## config.mk

```make
export PLATFORM = sky130hd
export DESIGN_NAME = uart_tx
export DESIGN_NICKNAME = d
export VERILOG_FILES = /design/src/rtl/uart_pkg.sv /design/src/rtl/uart_tx_fifo.sv /design/src/rtl/uart_tx.sv
export SDC_FILE = /design/constraint.sdc
export NUM_CORES = 1
export LEC_CHECK = 0
export BUFFER_PORTS_ARGS = -buffer_cell sky130_fd_sc_hd__buf_2
export CORE_AREA = 2 2 84 86
export DETAILED_ROUTE_END_ITERATION = 10
export DIE_AREA = 0 0 86 88
export PLACE_DENSITY_LB_ADDON = 0.05
export SYNTH_ARGS = -nofsm -noshare
export SYNTH_HDL_FRONTEND = slang
export SYNTH_SLANG_ARGS = --single-unit
```

## constraint.sdc

```tcl
create_clock -name clk -period 4.6 [get_ports clk]
set_clock_uncertainty 0.05 [all_clocks]
set_input_delay 0.23 -clock clk [delete_from_list [all_inputs] [get_ports clk]]
set_output_delay 0.23 -clock clk [all_outputs]
set_load 0.02 [all_outputs]
```

## src/rtl/uart_pkg.sv

```systemverilog
// Shared definitions for the host-link UART (uart_tx / uart_rx).
// Optional feature macro: UART_TX_PARITY_EN adds the PARITY state.
package uart_pkg;

  localparam int DATA_BITS            = 8;
  localparam int DEFAULT_CLKS_PER_BIT = 868;

`ifdef UART_TX_PARITY_EN
  typedef enum logic [2:0] {
    ST_IDLE   = 3'd0,
    ST_START  = 3'd1,
    ST_DATA   = 3'd2,
    ST_STOP   = 3'd3,
    ST_PARITY = 3'd4
  } uart_state_e;
`else
  typedef enum logic [2:0] {
    ST_IDLE  = 3'd0,
    ST_START = 3'd1,
    ST_DATA  = 3'd2,
    ST_STOP  = 3'd3
  } uart_state_e;
`endif

  function automatic logic even_parity(input logic [DATA_BITS-1:0] data);
    return ^data;
  endfunction

endpackage

```

## src/rtl/uart_tx_fifo.sv

```systemverilog
// Synchronous FIFO for the UART transmitter, pointers one bit wider than
// the address so full/empty are distinguished by the wrap bit.
module uart_tx_fifo #(
  parameter int WIDTH = 8,
  parameter int DEPTH = 4
) (
  input  logic             clk,
  input  logic             rst_n,
  input  logic             push,
  input  logic             pop,
  input  logic [WIDTH-1:0] din,
  output logic [WIDTH-1:0] dout,
  output logic             full,
  output logic             empty
);

  localparam int AW = $clog2(DEPTH);

  logic [AW:0]      wr_ptr_q, wr_ptr_d;
  logic [AW:0]      rd_ptr_q, rd_ptr_d;
  logic [WIDTH-1:0] mem_q [DEPTH];
  logic             push_ok_s;
  logic             pop_ok_s;

  assign full  = (wr_ptr_q[AW] != rd_ptr_q[AW]) && (wr_ptr_q[AW-1:0] == rd_ptr_q[AW-1:0]);
  assign empty = (wr_ptr_q == rd_ptr_q);
  assign dout  = mem_q[rd_ptr_q[AW-1:0]];

  // Next-pointer computation; push and pop on one edge both take effect.
  always_comb begin
    push_ok_s = push && !full;
    pop_ok_s  = pop && !empty;
    wr_ptr_d  = wr_ptr_q;
    rd_ptr_d  = rd_ptr_q;
    if (push_ok_s) begin
      wr_ptr_d = wr_ptr_q + (AW+1)'(1);
    end else begin
      wr_ptr_d = wr_ptr_q;
    end
    if (pop_ok_s) begin
      rd_ptr_d = rd_ptr_q + (AW+1)'(1);
    end else begin
      rd_ptr_d = rd_ptr_q;
    end
  end

  // Pointer registers.
  always_ff @(posedge clk or negedge rst_n) begin
    if (!rst_n) begin
      wr_ptr_q <= '0;
      rd_ptr_q <= '0;
    end else begin
      wr_ptr_q <= wr_ptr_d;
      rd_ptr_q <= rd_ptr_d;
    end
  end

  // Storage array; contents are don't-care until written.
  always_ff @(posedge clk) begin
    if (push_ok_s) begin
      mem_q[wr_ptr_q[AW-1:0]] <= din;
    end
  end

endmodule

```

## src/rtl/uart_tx.sv

```systemverilog
// 8N1 UART transmitter with a byte FIFO in front of the shift FSM.
// Define UART_TX_PARITY_EN to insert an even-parity bit before STOP.
module uart_tx
  import uart_pkg::*;
#(
  parameter int CLKS_PER_BIT = DEFAULT_CLKS_PER_BIT,
  parameter int FIFO_DEPTH   = 4
) (
  input  logic       clk,
  input  logic       rst_n,
  input  logic       axiiv,
  input  logic [7:0] axiid,
  output logic       axiir,
  output logic       axiod,
  output logic       busy
);

  localparam int                CW       = $clog2(CLKS_PER_BIT);
  localparam int                BW       = $clog2(DATA_BITS);
  localparam logic [CW-1:0]     CNT_LAST = CW'(CLKS_PER_BIT - 1);
  localparam logic [BW-1:0]     BIT_LAST = BW'(DATA_BITS - 1);

  uart_state_e            state_q, state_d;
  logic [CW-1:0]          cnt_q, cnt_d;
  logic [BW-1:0]          bit_q, bit_d;
  logic [DATA_BITS-1:0]   shift_q, shift_d;
  logic                   axiod_q, axiod_d;
`ifdef UART_TX_PARITY_EN
  logic                   parity_q, parity_d;
`endif

  logic                   fifo_full_s;
  logic                   fifo_empty_s;
  logic                   fifo_pop_s;
  logic                   push_s;
  logic [DATA_BITS-1:0]   fifo_dout_s;
  logic                   bit_end_s;

  assign axiir     = !fifo_full_s;
  assign push_s    = axiiv && !fifo_full_s;
  assign axiod     = axiod_q;
  assign busy      = (state_q != ST_IDLE) || !fifo_empty_s;
  assign bit_end_s = (cnt_q == CNT_LAST);

  uart_tx_fifo #(
    .WIDTH (DATA_BITS),
    .DEPTH (FIFO_DEPTH)
  ) u_fifo (
    .clk   (clk),
    .rst_n (rst_n),
    .push  (push_s),
    .pop   (fifo_pop_s),
    .din   (axiid),
    .dout  (fifo_dout_s),
    .full  (fifo_full_s),
    .empty (fifo_empty_s)
  );

  // Frame FSM; axiod_d is the line level for the cycle after this edge.
  always_comb begin
    state_d    = state_q;
    cnt_d      = cnt_q;
    bit_d      = bit_q;
    shift_d    = shift_q;
    axiod_d    = axiod_q;
    fifo_pop_s = 1'b0;
`ifdef UART_TX_PARITY_EN
    parity_d   = parity_q;
`endif
    case (state_q)
      ST_IDLE: begin
        cnt_d = '0;
        bit_d = '0;
        if (!fifo_empty_s) begin
          fifo_pop_s = 1'b1;
          shift_d    = fifo_dout_s;
`ifdef UART_TX_PARITY_EN
          parity_d   = even_parity(fifo_dout_s);
`endif
          state_d    = ST_START;
          axiod_d    = 1'b0;
        end else begin
          axiod_d    = 1'b1;
        end
      end
      ST_START: begin
        if (bit_end_s) begin
          state_d = ST_DATA;
          cnt_d   = '0;
          bit_d   = '0;
          axiod_d = shift_q[0];
        end else begin
          cnt_d   = cnt_q + CW'(1);
        end
      end
      ST_DATA: begin
        if (bit_end_s) begin
          cnt_d = '0;
          if (bit_q == BIT_LAST) begin
`ifdef UART_TX_PARITY_EN
            state_d = ST_PARITY;
            axiod_d = parity_q;
`else
            state_d = ST_STOP;
            axiod_d = 1'b1;
`endif
          end else begin
            bit_d   = bit_q + BW'(1);
            shift_d = {1'b0, shift_q[DATA_BITS-1:1]};
            axiod_d = shift_q[1];
          end
        end else begin
          cnt_d = cnt_q + CW'(1);
        end
      end
`ifdef UART_TX_PARITY_EN
      ST_PARITY: begin
        if (bit_end_s) begin
          state_d = ST_STOP;
          cnt_d   = '0;
          axiod_d = 1'b1;
        end else begin
          cnt_d   = cnt_q + CW'(1);
        end
      end
`endif
      ST_STOP: begin
        if (bit_end_s) begin
          cnt_d = '0;
          bit_d = '0;
          // Chain straight into the next start bit so bursts have no gap.
          if (!fifo_empty_s) begin
            fifo_pop_s = 1'b1;
            shift_d    = fifo_dout_s;
`ifdef UART_TX_PARITY_EN
            parity_d   = even_parity(fifo_dout_s);
`endif
            state_d    = ST_START;
            axiod_d    = 1'b0;
          end else begin
            state_d    = ST_IDLE;
            axiod_d    = 1'b1;
          end
        end else begin
          cnt_d = cnt_q + CW'(1);
        end
      end
      default: begin
        state_d = ST_IDLE;
        cnt_d   = '0;
        bit_d   = '0;
        axiod_d = 1'b1;
      end
    endcase
  end

  // FSM, baud counter and line registers.
  always_ff @(posedge clk or negedge rst_n) begin
    if (!rst_n) begin
      state_q  <= ST_IDLE;
      cnt_q    <= '0;
      bit_q    <= '0;
      shift_q  <= '0;
      axiod_q  <= 1'b1;
`ifdef UART_TX_PARITY_EN
      parity_q <= 1'b0;
`endif
    end else begin
      state_q  <= state_d;
      cnt_q    <= cnt_d;
      bit_q    <= bit_d;
      shift_q  <= shift_d;
      axiod_q  <= axiod_d;
`ifdef UART_TX_PARITY_EN
      parity_q <= parity_d;
`endif
    end
  end

endmodule

```

==> metrics.md <==
| Metric | Value |
|---|---|
| Register area share after synthesis | `0.593` |
| CP Max Fanout | `20` |
| Fmax | `409 MHz` |
| Routed WL per cell | `16.7 um` |
| Peak VDD IR | `around 0.29 mV` |
| Final Cycle Share | `0.531` |
| Vias | `1,593` |
| Clk Tree Root Cell | `clkbuf_8` |
| Number of global-route vias before repair | `1,668` |
| Final worst path period need | `2.44 ns` |
| Synthesized area | `slightly below 0.003 sq mm` |
| Detail Route Antenna Nets | `0` |
| CTS tree | `built` |
| Crit path DAT | `2.61 ns` |
| Reg area | `approximately 0.0017 sq mm` |
| Static Leak | `1.30 nW` |
| Library cells used by synthesis | `41` |
| Max clock buf depth | `2` |
| Post-CTS sizing | `0` |
| Num ports | `14` |
| Commonest cells post-synth | `edfxtp_1 (32), dfrtp_1 (29), ha_1 (14)` |
| MaxCap Viol Count | `0` |
| H-Tree Depth | `3` |
| Die ar. | `about 0.0076 sq mm` |
| Drt drc | `0` |
| Worst Hold Class | `in2reg` |
| Synth warnings | `0` |
| Worst EP required | `approximately 4.8 ns` |
| # nets final | `240` |
| Crit path kind | `reg2reg` |
| GR Util All Layers | `0.146` |
| Worst Hold Depth | `1` |
| Asr flop ratio synth | `0.484` |
| Post-Route WL | `~5000 um` |
| Design area | `0.00325 sq mm` |
| RSZ-0062 raised after global routing | `false` |
| N_diodes | `0` |
| Net Count, Synth | `roughly 220` |
| Antenna violations before repair | `0` |
| Pre-CTS setup slack | `approximately 2.2 ns` |
| Actual slew at the worst max-slew pin | `approximately 0.71 ns` |
| Initial Utilization | `0.435` |
| Post-DP HPWL | `3410 um` |
| Worst Setup Start Kind | `register` |
| Post-synth EDFFs | `32` |
| Filler cell count | `598` |
| Setup tns final | `0 ns` |
| R2R depth | `6` |
| Final WS setup | `2.16 ns` |
| Worst-path clk slew | `about 0.070 ns` |
| Fin. Hold Viols | `0` |
| Drt pass-1 iters | `4` |
| Initial DRC Count | `47` |
| Worst-skew pair later-pin latency | `0.33 ns` |
| CP endpoint kind | `register` |
| Synth top area cells | `edfxtp_1 (33%), dfrtp_1 (25%), mux4_2 (6.2%)` |
| Post-synthesis area per instance | `14.7 sq um` |
| Power per cell area | `708 mW/mm^2` |
| Die W | `86 um` |
| IO buf count | `13` |
| Status | `completed` |
| Rows | `30` |
| Synth-to-layout area growth | `12.5%` |
| Final Util | `0.489` |
| Multi-input gate area | `0.00112 sq mm` |
| Global-route wire length before repair | `8220 um` |
| Most frequent cell after synthesis | `edfxtp_1` |
| Vias/cell | `roughly 5.3` |
| Yosys reg bits | `a little over 60` |
| Post-CTS setup buffers | `0` |
| Clk sinks | `62` |
| Share of layout cells above drive strength 1 | `0.273` |
| DIE HEIGHT | `approximately 88 um` |
| Count of final max-slew check failures | `0` |
| Post-place instance area | `0.00302 sq mm` |
| Final hold slack | `0.0582 ns` |
| Ys flop type | `edfxtp_1` |
| CTS buffer count | `9` |
| Pin count of the biggest net entering global routing | `31` |
| Max transition margin | `0.524` |
| Overflow after GRT | `0` |
| Area fraction of the dominant cell type after synthesis | `0.332` |
| Synth area leader | `edfxtp_1` |
| Placer Congestion | `between 0.7 and 0.8` |
| Final setup viols | `0` |
| Synth Instances | `196` |
| CORE AREA | `0.00664 sq mm` |
## routing by layer
metal	routed length, um	GRT usage	vias to the layer above
li1	-	-	763
met4	76	0.0765	0
met2	2480	0.247	30
met1	2310	0.174	794
met3	151	0.0349	6
met5	0	0	-
## per-stage QoR
step / total power, mW / cells
final: 2.30 / 300
after global routing: 2.44 / 300
after CTS: 2.33 / 300
after detailed placement: 1.79 / 283
after global placement: 1.76 / 283
after floorplan: 1.61 / 196
## worst max-delay path, cell delays in order, from the launching register on
cell and delay [ns]:
dfrtp_1 0.42, inv_1 0.14, ha_1 0.63, nor3_1 0.14, a31oi_2 0.38, a221o_1 0.22, mux2_2 0.35
## sequential cells by signal, indices dropped and copies added, names as in the netlist
register	flops
cnt_q	10
state_q	2
u_fifo.wr_ptr_q	3
axiod	1
u_fifo.rd_ptr_q	3
shift_q	8
bit_q	3
u_fifo.mem_q	32
## logic make-up after synthesis
family                   count (synthesis)  share of synthesized area
AO/OA/AOI/OAI                           15                     0.0403
XOR/XNOR                                17                     0.0515
AND/OR/NAND/NOR                         48                     0.0874
adder cells (fa/ha/maj)                 14                     0.0606
buffers and inverters                   13                     0.0212
flip-flops                              62                      0.593
multiplexers                            27                      0.146
## path summary, 6_finish.rpt
kind / end / slack [ns] / startpoint
setup / recovery: state_q[1] / 2.16 / state_q[0]
hold / removal: u_fifo.mem_q[3][1] / 0.06 / axiid[1]
setup reg to reg: state_q[1] / 2.16 / state_q[0]
hold reg to reg: u_fifo.rd_ptr_q[2] / 0.44 / u_fifo.rd_ptr_q[2]
max in group asynchronous: cnt_q[8] / 3.60 / rst_n
min in group asynchronous: state_q[0] / 0.44 / rst_n
## cell usage in the layout, fill, tap and decap left out, drive strengths merged, types with 3 or more instances in the layout
cell type	instances
nor3	4
dfrtp	29
edfxtp	32
mux4	8
o21ai	3
xnor2	7
ha	14
mux2	18
nand3	7
nand4	4
inv	8
nor2	12
nand2	8
xor2	10
buf	13
and2	5
clkbuf	9
## timing repair
| item | 4_1_cts | 5_1_grt |
|---|---|---|
| setup endpoints to repair | 0 | 0 |
| endpoints found under the hold margin | 29 | 0 |
| hold buffers | 1 | 0 |
## report_power, final
group / switching (mW) / leakage, nW / internal (mW)
Sequential: 0.146 / 0.668 / 0.763
Clock: 0.221 / 0.106 / 0.307
Combinational: 0.408 / 0.522 / 0.457
Total: 0.776 / 1.30 / 1.53
## cell type report
class | instances | share of cell area
Inverter | 7 | 0.00808
Tap cell | 80 | 0.0308
Sequential cell | 62 | 0.527
Clock inverter | 7 | 0.0300
Multi-Input combinational cell | 121 | 0.343
Clock buffer | 9 | 0.0381
Timing Repair Buffer | 14 | 0.0231
No activity file was read; power rests on OpenSTA's default activity.
